`src/rtl/foo.sv`:
```
// -----------------------------------------------------------------------------
// foo: synchronous first-word-fall-through FIFO.
//
// Ports:
//   reset_n    in   async active-low reset (clears pointers, count, flags)
//   clock      in   rising-edge clock
//   wr_en      in   push request
//   wr_data    in   push data [WIDTH]
//   rd_en      in   pop request
//   rd_data    out  head-of-queue data [WIDTH], valid while empty=0
//   full       out  queue holds DEPTH entries
//   empty      out  queue holds no entries
//   count      out  occupancy [log2(DEPTH)+1]
//   overflow   out  sticky: a push was rejected
//   underflow  out  sticky: a pop was rejected
// -----------------------------------------------------------------------------
module foo #(
  parameter int WIDTH = 8,
  parameter int DEPTH = 4
) (
  input  logic                     reset_n,
  input  logic                     clock,
  input  logic                     wr_en,
  input  logic [WIDTH-1:0]         wr_data,
  input  logic                     rd_en,
  output logic [WIDTH-1:0]         rd_data,
  output logic                     full,
  output logic                     empty,
  output logic [$clog2(DEPTH):0]   count,
  output logic                     overflow,
  output logic                     underflow
);

  localparam int AW = $clog2(DEPTH);

  if (DEPTH < 2 || (DEPTH & (DEPTH - 1)) != 0) begin : g_depth_check
    $error("foo: DEPTH must be a power of two and at least 2");
  end

  logic [WIDTH-1:0] mem_q [DEPTH];
  logic [AW-1:0]    rd_ptr_q, rd_ptr_d;
  logic [AW-1:0]    wr_ptr_q, wr_ptr_d;
  logic [AW:0]      count_q, count_d;
  logic             overflow_q, overflow_d;
  logic             underflow_q, underflow_d;
  logic             push_ok, pop_ok;

  assign full  = (count_q == (AW+1)'(DEPTH));
  assign empty = (count_q == '0);

  // A pop frees a slot in the same cycle, so a push into a full queue is
  // accepted when paired with a pop.
  assign pop_ok  = rd_en & ~empty;
  assign push_ok = wr_en & (~full | pop_ok);

  // Next-state logic. An X on wr_en/rd_en makes push_ok/pop_ok X, which the
  // if-statements resolve to the else path: no state change.
  always_comb begin
    rd_ptr_d    = rd_ptr_q;
    wr_ptr_d    = wr_ptr_q;
    count_d     = count_q;
    overflow_d  = overflow_q;
    underflow_d = underflow_q;

    if (push_ok) begin
      wr_ptr_d = wr_ptr_q + AW'(1);
    end
    if (pop_ok) begin
      rd_ptr_d = rd_ptr_q + AW'(1);
    end

    if (push_ok && !pop_ok) begin
      count_d = count_q + (AW+1)'(1);
    end else if (pop_ok && !push_ok) begin
      count_d = count_q - (AW+1)'(1);
    end

    if (wr_en && !push_ok) begin
      overflow_d = 1'b1;
    end
    if (rd_en && empty) begin
      underflow_d = 1'b1;
    end
  end

  always_ff @(posedge clock or negedge reset_n) begin
    if (!reset_n) begin
      rd_ptr_q    <= '0;
      wr_ptr_q    <= '0;
      count_q     <= '0;
      overflow_q  <= 1'b0;
      underflow_q <= 1'b0;
    end else begin
      rd_ptr_q    <= rd_ptr_d;
      wr_ptr_q    <= wr_ptr_d;
      count_q     <= count_d;
      overflow_q  <= overflow_d;
      underflow_q <= underflow_d;
    end
  end

  // Storage is deliberately not reset; writes are blocked while reset_n is low
  // so a push on a reset edge leaves nothing behind.
  always_ff @(posedge clock) begin
    if (push_ok && reset_n) begin
      mem_q[wr_ptr_q] <= wr_data;
    end
  end

  assign rd_data   = mem_q[rd_ptr_q];
  assign count     = count_q;
  assign overflow  = overflow_q;
  assign underflow = underflow_q;

endmodule

```
`config.mk`:
```
export PLATFORM = sky130hd
export DESIGN_NAME = foo
export DESIGN_NICKNAME = d
export VERILOG_FILES = /design/src/rtl/foo.sv
export SDC_FILE = /design/constraint.sdc
export NUM_CORES = 1
export LEC_CHECK = 0
export ABC_AREA = 1
export CORE_MARGIN = 1.5
export CORE_UTILIZATION = 57
export DETAILED_ROUTE_END_ITERATION = 12
export GPL_TIMING_DRIVEN = 0
export HOLD_SLACK_MARGIN = 0.08
export PLACE_DENSITY = 0.85
export SYNTH_ARGS = -nofsm -noshare
export SYNTH_HDL_FRONTEND = slang
export SYNTH_SLANG_ARGS = --single-unit
export TNS_END_PERCENT = 5
```
`constraint.sdc`:
```
create_clock -name clock -period 2.8 [get_ports clock]
set_clock_uncertainty 0.05 [all_clocks]
set_input_delay 0.56 -clock clock [delete_from_list [all_inputs] [get_ports clock]]
set_output_delay 0.56 -clock clock [all_outputs]
set_load 0.02 [all_outputs]
```
-- Word-level counts from Yosys, hierarchy flattened
Memories as Yosys holds them, arrays and structs flattened.
Cells that the tools add are included.
- bitwise gates (word level): 5
- muxes and demuxes: 4
- div/mod/pow operators: 0
- multipliers: 0
- shift operators: 0
- reduce and logical (&&, ||, !) cells: 9
- add/subtract/negate cells: 4
- $lt $le $gt $ge: 0
- equal/unequal tests: 1
- operators by type and width (cell ; count):
    $mux W3 ; 2
    $logic_and A1 B1 Y1 ; 5
    $add A2 B1 Y2 const B ; 2
    $add A3 B1 Y3 const B ; 1
    $eq A3 B3 Y1 const B ; 1
    $logic_not A3 Y1 ; 1
    $sub A3 B1 Y3 const B ; 1
    $and A1 B1 Y1 ; 2
    $logic_not A1 Y1 ; 2
    $mux W1 ; 2
    $not A1 Y1 ; 2
    $reduce_bool A2 Y1 ; 1
    $or A1 B1 Y1 ; 1
- register bits: 9
- memories kept: 1
- input bits: 12
- bits in latches: 0
- word-level logic and storage cells: 29
- bits in read-only memories: 0
- RAM bits: 32
- output and inout bits: 15
- memories (name ; depth ; width ; rd ports ; clocked after Yosys merged registers in ; write ports ; RTL line ; RTL):
    mem_q ; 4 ; 8 ; 1 ; 0 ; 1 ; 40 ; logic [WIDTH-1:0] mem_q [DEPTH];

-- Longest topological paths before layout
- depth in word-level cells: 9
- depth in mapped cells: 12
- depth with buffers taken out: 12

-- Worst setup path after synthesis
OpenSTA, ideal clock, no wires.
- path type: flip-flop to flip-flop
- start point: reg count_q[0], in the netlist count[0]
- end point: reg count_q[2], in the netlist count[2]
- data arrival time: 1695 ps
- path buffers: 0
- data required time: 2633 ps
- setup slack: 938 ps
- clock period less this slack: 1862 ps
- setup time: 117 ps
- cell stages (with the launch flop): 11
- cell sequence: dfrtp_1 nor2_2 nand2_2 nand2_1 ha_1 inv_1 fa_1 nand2_1 nand3_1 nand2_1 nand2_1
- cells in the longest elaborated chain, start to end: 8
- elaborated cells between the ends (all ways): 16
- classes of those cells: 2 x add/sub; 1 x eq/ne; 2 x mux; 5 x bitwise; 6 x reduce/logical
- ends and longest elaborated chain (element ; RTL line ; RTL):
    start: declaration ; 43 ; logic [AW:0] count_q, count_d;
    start signal: assignment ; 96 ; count_q <= count_d;
    $logic_not A3 Y1 ; 49 ; assign empty = (count_q == '0);
    $not A1 Y1 ; 53 ; assign pop_ok = rd_en & ~empty;
    $and A1 B1 Y1 ; 53 ;
    $or A1 B1 Y1 ; 54 ; assign push_ok = wr_en & (~full | pop_ok);
    $and A1 B1 Y1 ; 54 ;
    $logic_not A1 Y1 ; 74 ; end else if (pop_ok && !push_ok) begin
    $logic_and A1 B1 Y1 ; 74 ;
    $reduce_bool A2 Y1 (no line) ; -- ;
Several ways; a longest one is shown, not always the timed one. The select of a mux whose other input is x is not followed.
A chain may end at the register's enable or synchronous reset.

-- Worst setup path after layout
- start point: reg rd_ptr_q[1]
- end point: out rd_data[4]
- cells in the longest elaborated chain, start to end: 1
- ends and longest elaborated chain (element ; RTL line ; RTL):
    start: declaration ; 41 ; logic [AW-1:0] rd_ptr_q, rd_ptr_d;
    start signal: assignment ; 94 ; rd_ptr_q <= rd_ptr_d;
    $mem_v2 Z4 W8 ; -- ;
    end: declaration ; 26 ; output logic [WIDTH-1:0] rd_data,
No other way between the ends.

==> results.json <==
{
  "status": "finished clean",
  "timing_worst_setup_path_type": "reg2out",
  "place_ws_ns": 0.127,
  "worst-path-max-fanout": 10,
  "slowest_stage": "clkdlybuf4s50_1",
  "maxCapViolations": 0,
  "clock_latency_ns": 0.34,
  "coreArea_sq_um": 3000,
  "synth_top_area_share_pct": 54.2,
  "cts_tree": "done",
  "ys_ff_latch": 41,
  "drt_first_iter_violations": 39,
  "grt_pass1_wl_mm": 5.15,
  "antenna_cells": 0,
  "r2r_setup_slack_ns": 0.88,
  "numCtsBuffers": 5,
  "clk_pin_slew_ns": 0.11,
  "synth.most_common_cell": "edfxtp_1",
  "critical_path.top_delay_family": "buffers and inverters",
  "antenna_found_initial": 0,
  "portBuffers": 26,
  "die_area_sq_um": 3450,
  "fin_cells": 220,
  "synth_top_area_cell": "edfxtp_1",
  "rr_worst_depth": 9,
  "drive_above_1_share_pct": 8.02,
  "vdd_drop_max_uv": 573,
  "postCtsHoldBufs": 0,
  "power.density_nw_per_um2": 1020,
  "crit_chain": "inv_2 -> buf_6 -> o21ai_0 -> o21ai_1 -> clkdlybuf4s50_1",
  "synth_seq_area_share_pct": 66.9,
  "dieHeight_um": 58.8,
  "boundaryPins": 27,
  "crit_required_ns": 2.19,
  "nets": 204,
  "finalHoldViolCount": 0,
  "die_w_um": 58.8,
  "syn_to_final_growth_pct": 19.8,
  "clock_tree.root_cell": "clkbuf_4",
  "start_util_pct": 59.0,
  "rsz0062_at_grt": "false",
  "min_period_ns": 2.61,
  "first_global_vias": 1102,
  "setup_viol": 0,
  "grt.total_usage_pct": 21.3,
  "viasPerCell": 5.23,
  "reg2reg_from": "count[0]$_DFFE_PN0P_",
  "reg2reg_to": "count[1]$_DFFE_PN0P_",
  "slew_violations": 0,
  "gr-total-overflow": 0,
  "crit_buf_inv": 3,
  "tightest_slew_ns": 0.791,
  "totalPowerFinal_uw": 2160,
  "worst_slack_ns": 0.191,
  "syn_nets": 171,
  "dpl.cell_count": 212,
  "htreeDepth": 2,
  "routabilityCongestion": 0.748,
  "drtAntennaViolNets": 0,
  "num_rows": 20,
  "wirelength_mm": 3.27,
  "ys_warn_count": 0,
  "synth_flop_cell": "edfxtp_1",
  "drt_first_pass_iters": 4,
  "hold_path_end": "overflow$_DFFE_PN0P_",
  "crit_path_max_incr_delay_ns": 0.63,
  "cts_sinks": 41,
  "num_vias": 1151,
  "max_freq_ghz": 0.383,
  "syn_area_sq_um": 1770,
  "min_path_type": "reg2reg",
  "synth_common_cells": "32 x edfxtp_1, 28 x nor2_1, 19 x nand2_1",
  "cts_resized": 0,
  "worstHoldPathCells": 1,
  "crit_cells": 5,
  "min-delay-start": "overflow$_DFFE_PN0P_",
  "drc_errors": 0,
  "end_kind": "output port",
  "wl_per_cell_um": 14.8,
  "totalNegativeSetupSlack_ns": 0,
  "synthTopCellsByArea": "edfxtp_1 54%, dfrtp_1 13%, nor2_1 5.9%",
  "fillers": 209,
  "cts_buffer_depth": 2,
  "syn_avg_cell_area_sq_um": 11.6,
  "start_kind": "register",
  "synth-async-reset-ratio_pct": 22.0,
  "cp.arrival_ns": 2.00,
  "leakagePower_uw": 0.000834,
  "syn_inst": 153,
  "slew_headroom_pct": 47.0,
  "synth_edf_count": 32,
  "post_cts_buffers": 0,
  "grt_max_degree": 13,
  "dp_hpwl_mm": 2.28,
  "period_share_pct": 93.2,
  "ys_types": 21
}
-- flip-flops by register name, indices dropped and copies added (netlist names) --
signal / count
wr_ptr_q: 2
overflow: 1
underflow: 1
mem_q: 32
count: 3
rd_ptr_q: 2
-- logic make-up (layout without fill, tap and decap cells) --
kind of cell	count (synthesis)	in the layout	share of synthesized area (%)
adder cells (fa/ha/maj)	6	6	4.66
XOR/XNOR	1	1	0.494
buffers and inverters	20	54	6.42
AND/OR/NAND/NOR	59	59	13.9
AO/OA/AOI/OAI	26	26	7.62
flip-flops	41	41	66.9
-- layer usage --
metal | share of wire [%] | wire [um] | global-route usage, % | vias up
li1 | - | - | - | 581
met1 | 43 | 1390 | 26.8 | 539
met2 | 52 | 1710 | 34.9 | 25
met3 | 3.2 | 103 | 6.59 | 6
met4 | 1.6 | 53 | 7.79 | 0
met5 | 0 | 0 | 0 | -
-- placed cells by master (no fill, tap or decap) --
master / instances
edfxtp_1: 32
nor2_1: 28
clkdlybuf4s50_1: 26
nand2_1: 19
o21ai_1: 16
inv_1: 14
dfrtp_1: 9
o21ai_0: 8
nand3_1: 6
ha_1: 5
clkbuf_4: 5
buf_6: 3
nand2_2: 2
o21bai_1: 2
clkbuf_1: 2
inv_6: 1
inv_2: 1
buf_8: 1
nor2_2: 1
nand3_2: 1
nor3_1: 1
xnor2_1: 1
nand4_1: 1
fa_1: 1
clkinv_1: 1
-- area by class of cell --
type / instances / area, sq um / area share (%)
clock buffer: 7 / 45.0 / 2.12
multi-input combinational: 92 / 473 / 22.3
tap: 33 / 41.3 / 1.94
clock inverter: 1 / 3.75 / 0.177
buffer: 4 / 48.8 / 2.30
sequential: 41 / 1190 / 55.9
inverter: 16 / 65.1 / 3.06
timing repair buffer: 26 / 260 / 12.3
-- power breakdown --
| group | internal, uW | switching (uW) | leakage, uW | total [uW] |
|---|---|---|---|---|
| sequential | 761 | 73.4 | 0.000394 | 835 |
| clock | 96.7 | 179 | 0.0000269 | 276 |
| combinational | 455 | 597 | 0.000413 | 1050 |
| total | 1310 | 850 | 0.000834 | 2160 |
-- worst max-delay path by stage --
stage                                  from                    end  slack (ns)
floorplan              count[0]$_DFFE_PN0P_   count[2]$_DFFE_PN0P_        0.94
global placement                    reset_n  mem_q[0][6]$_DFFE_PP_        0.20
detailed placement                  reset_n  mem_q[2][6]$_DFFE_PP_        0.13
CTS                 rd_ptr_q[1]$_DFFE_PN0P_             rd_data[4]        0.19
global route        rd_ptr_q[1]$_DFFE_PN0P_             rd_data[2]        0.10
finish              rd_ptr_q[1]$_DFFE_PN0P_             rd_data[4]        0.19
-- stage by stage --
stage / utilization, % / area, sq um / hold WS [ns]
floorplan: - / 1770 / 0.214
global placement: 69.1 / 2070 / 0.408
detailed placement: 69.1 / 2070 / 0.417
CTS: 70.7 / 2120 / 0.444
global route: 70.7 / 2120 / 0.470
finish: 70.7 / 2120 / 0.441
Power figures use the tool's default switching activity.
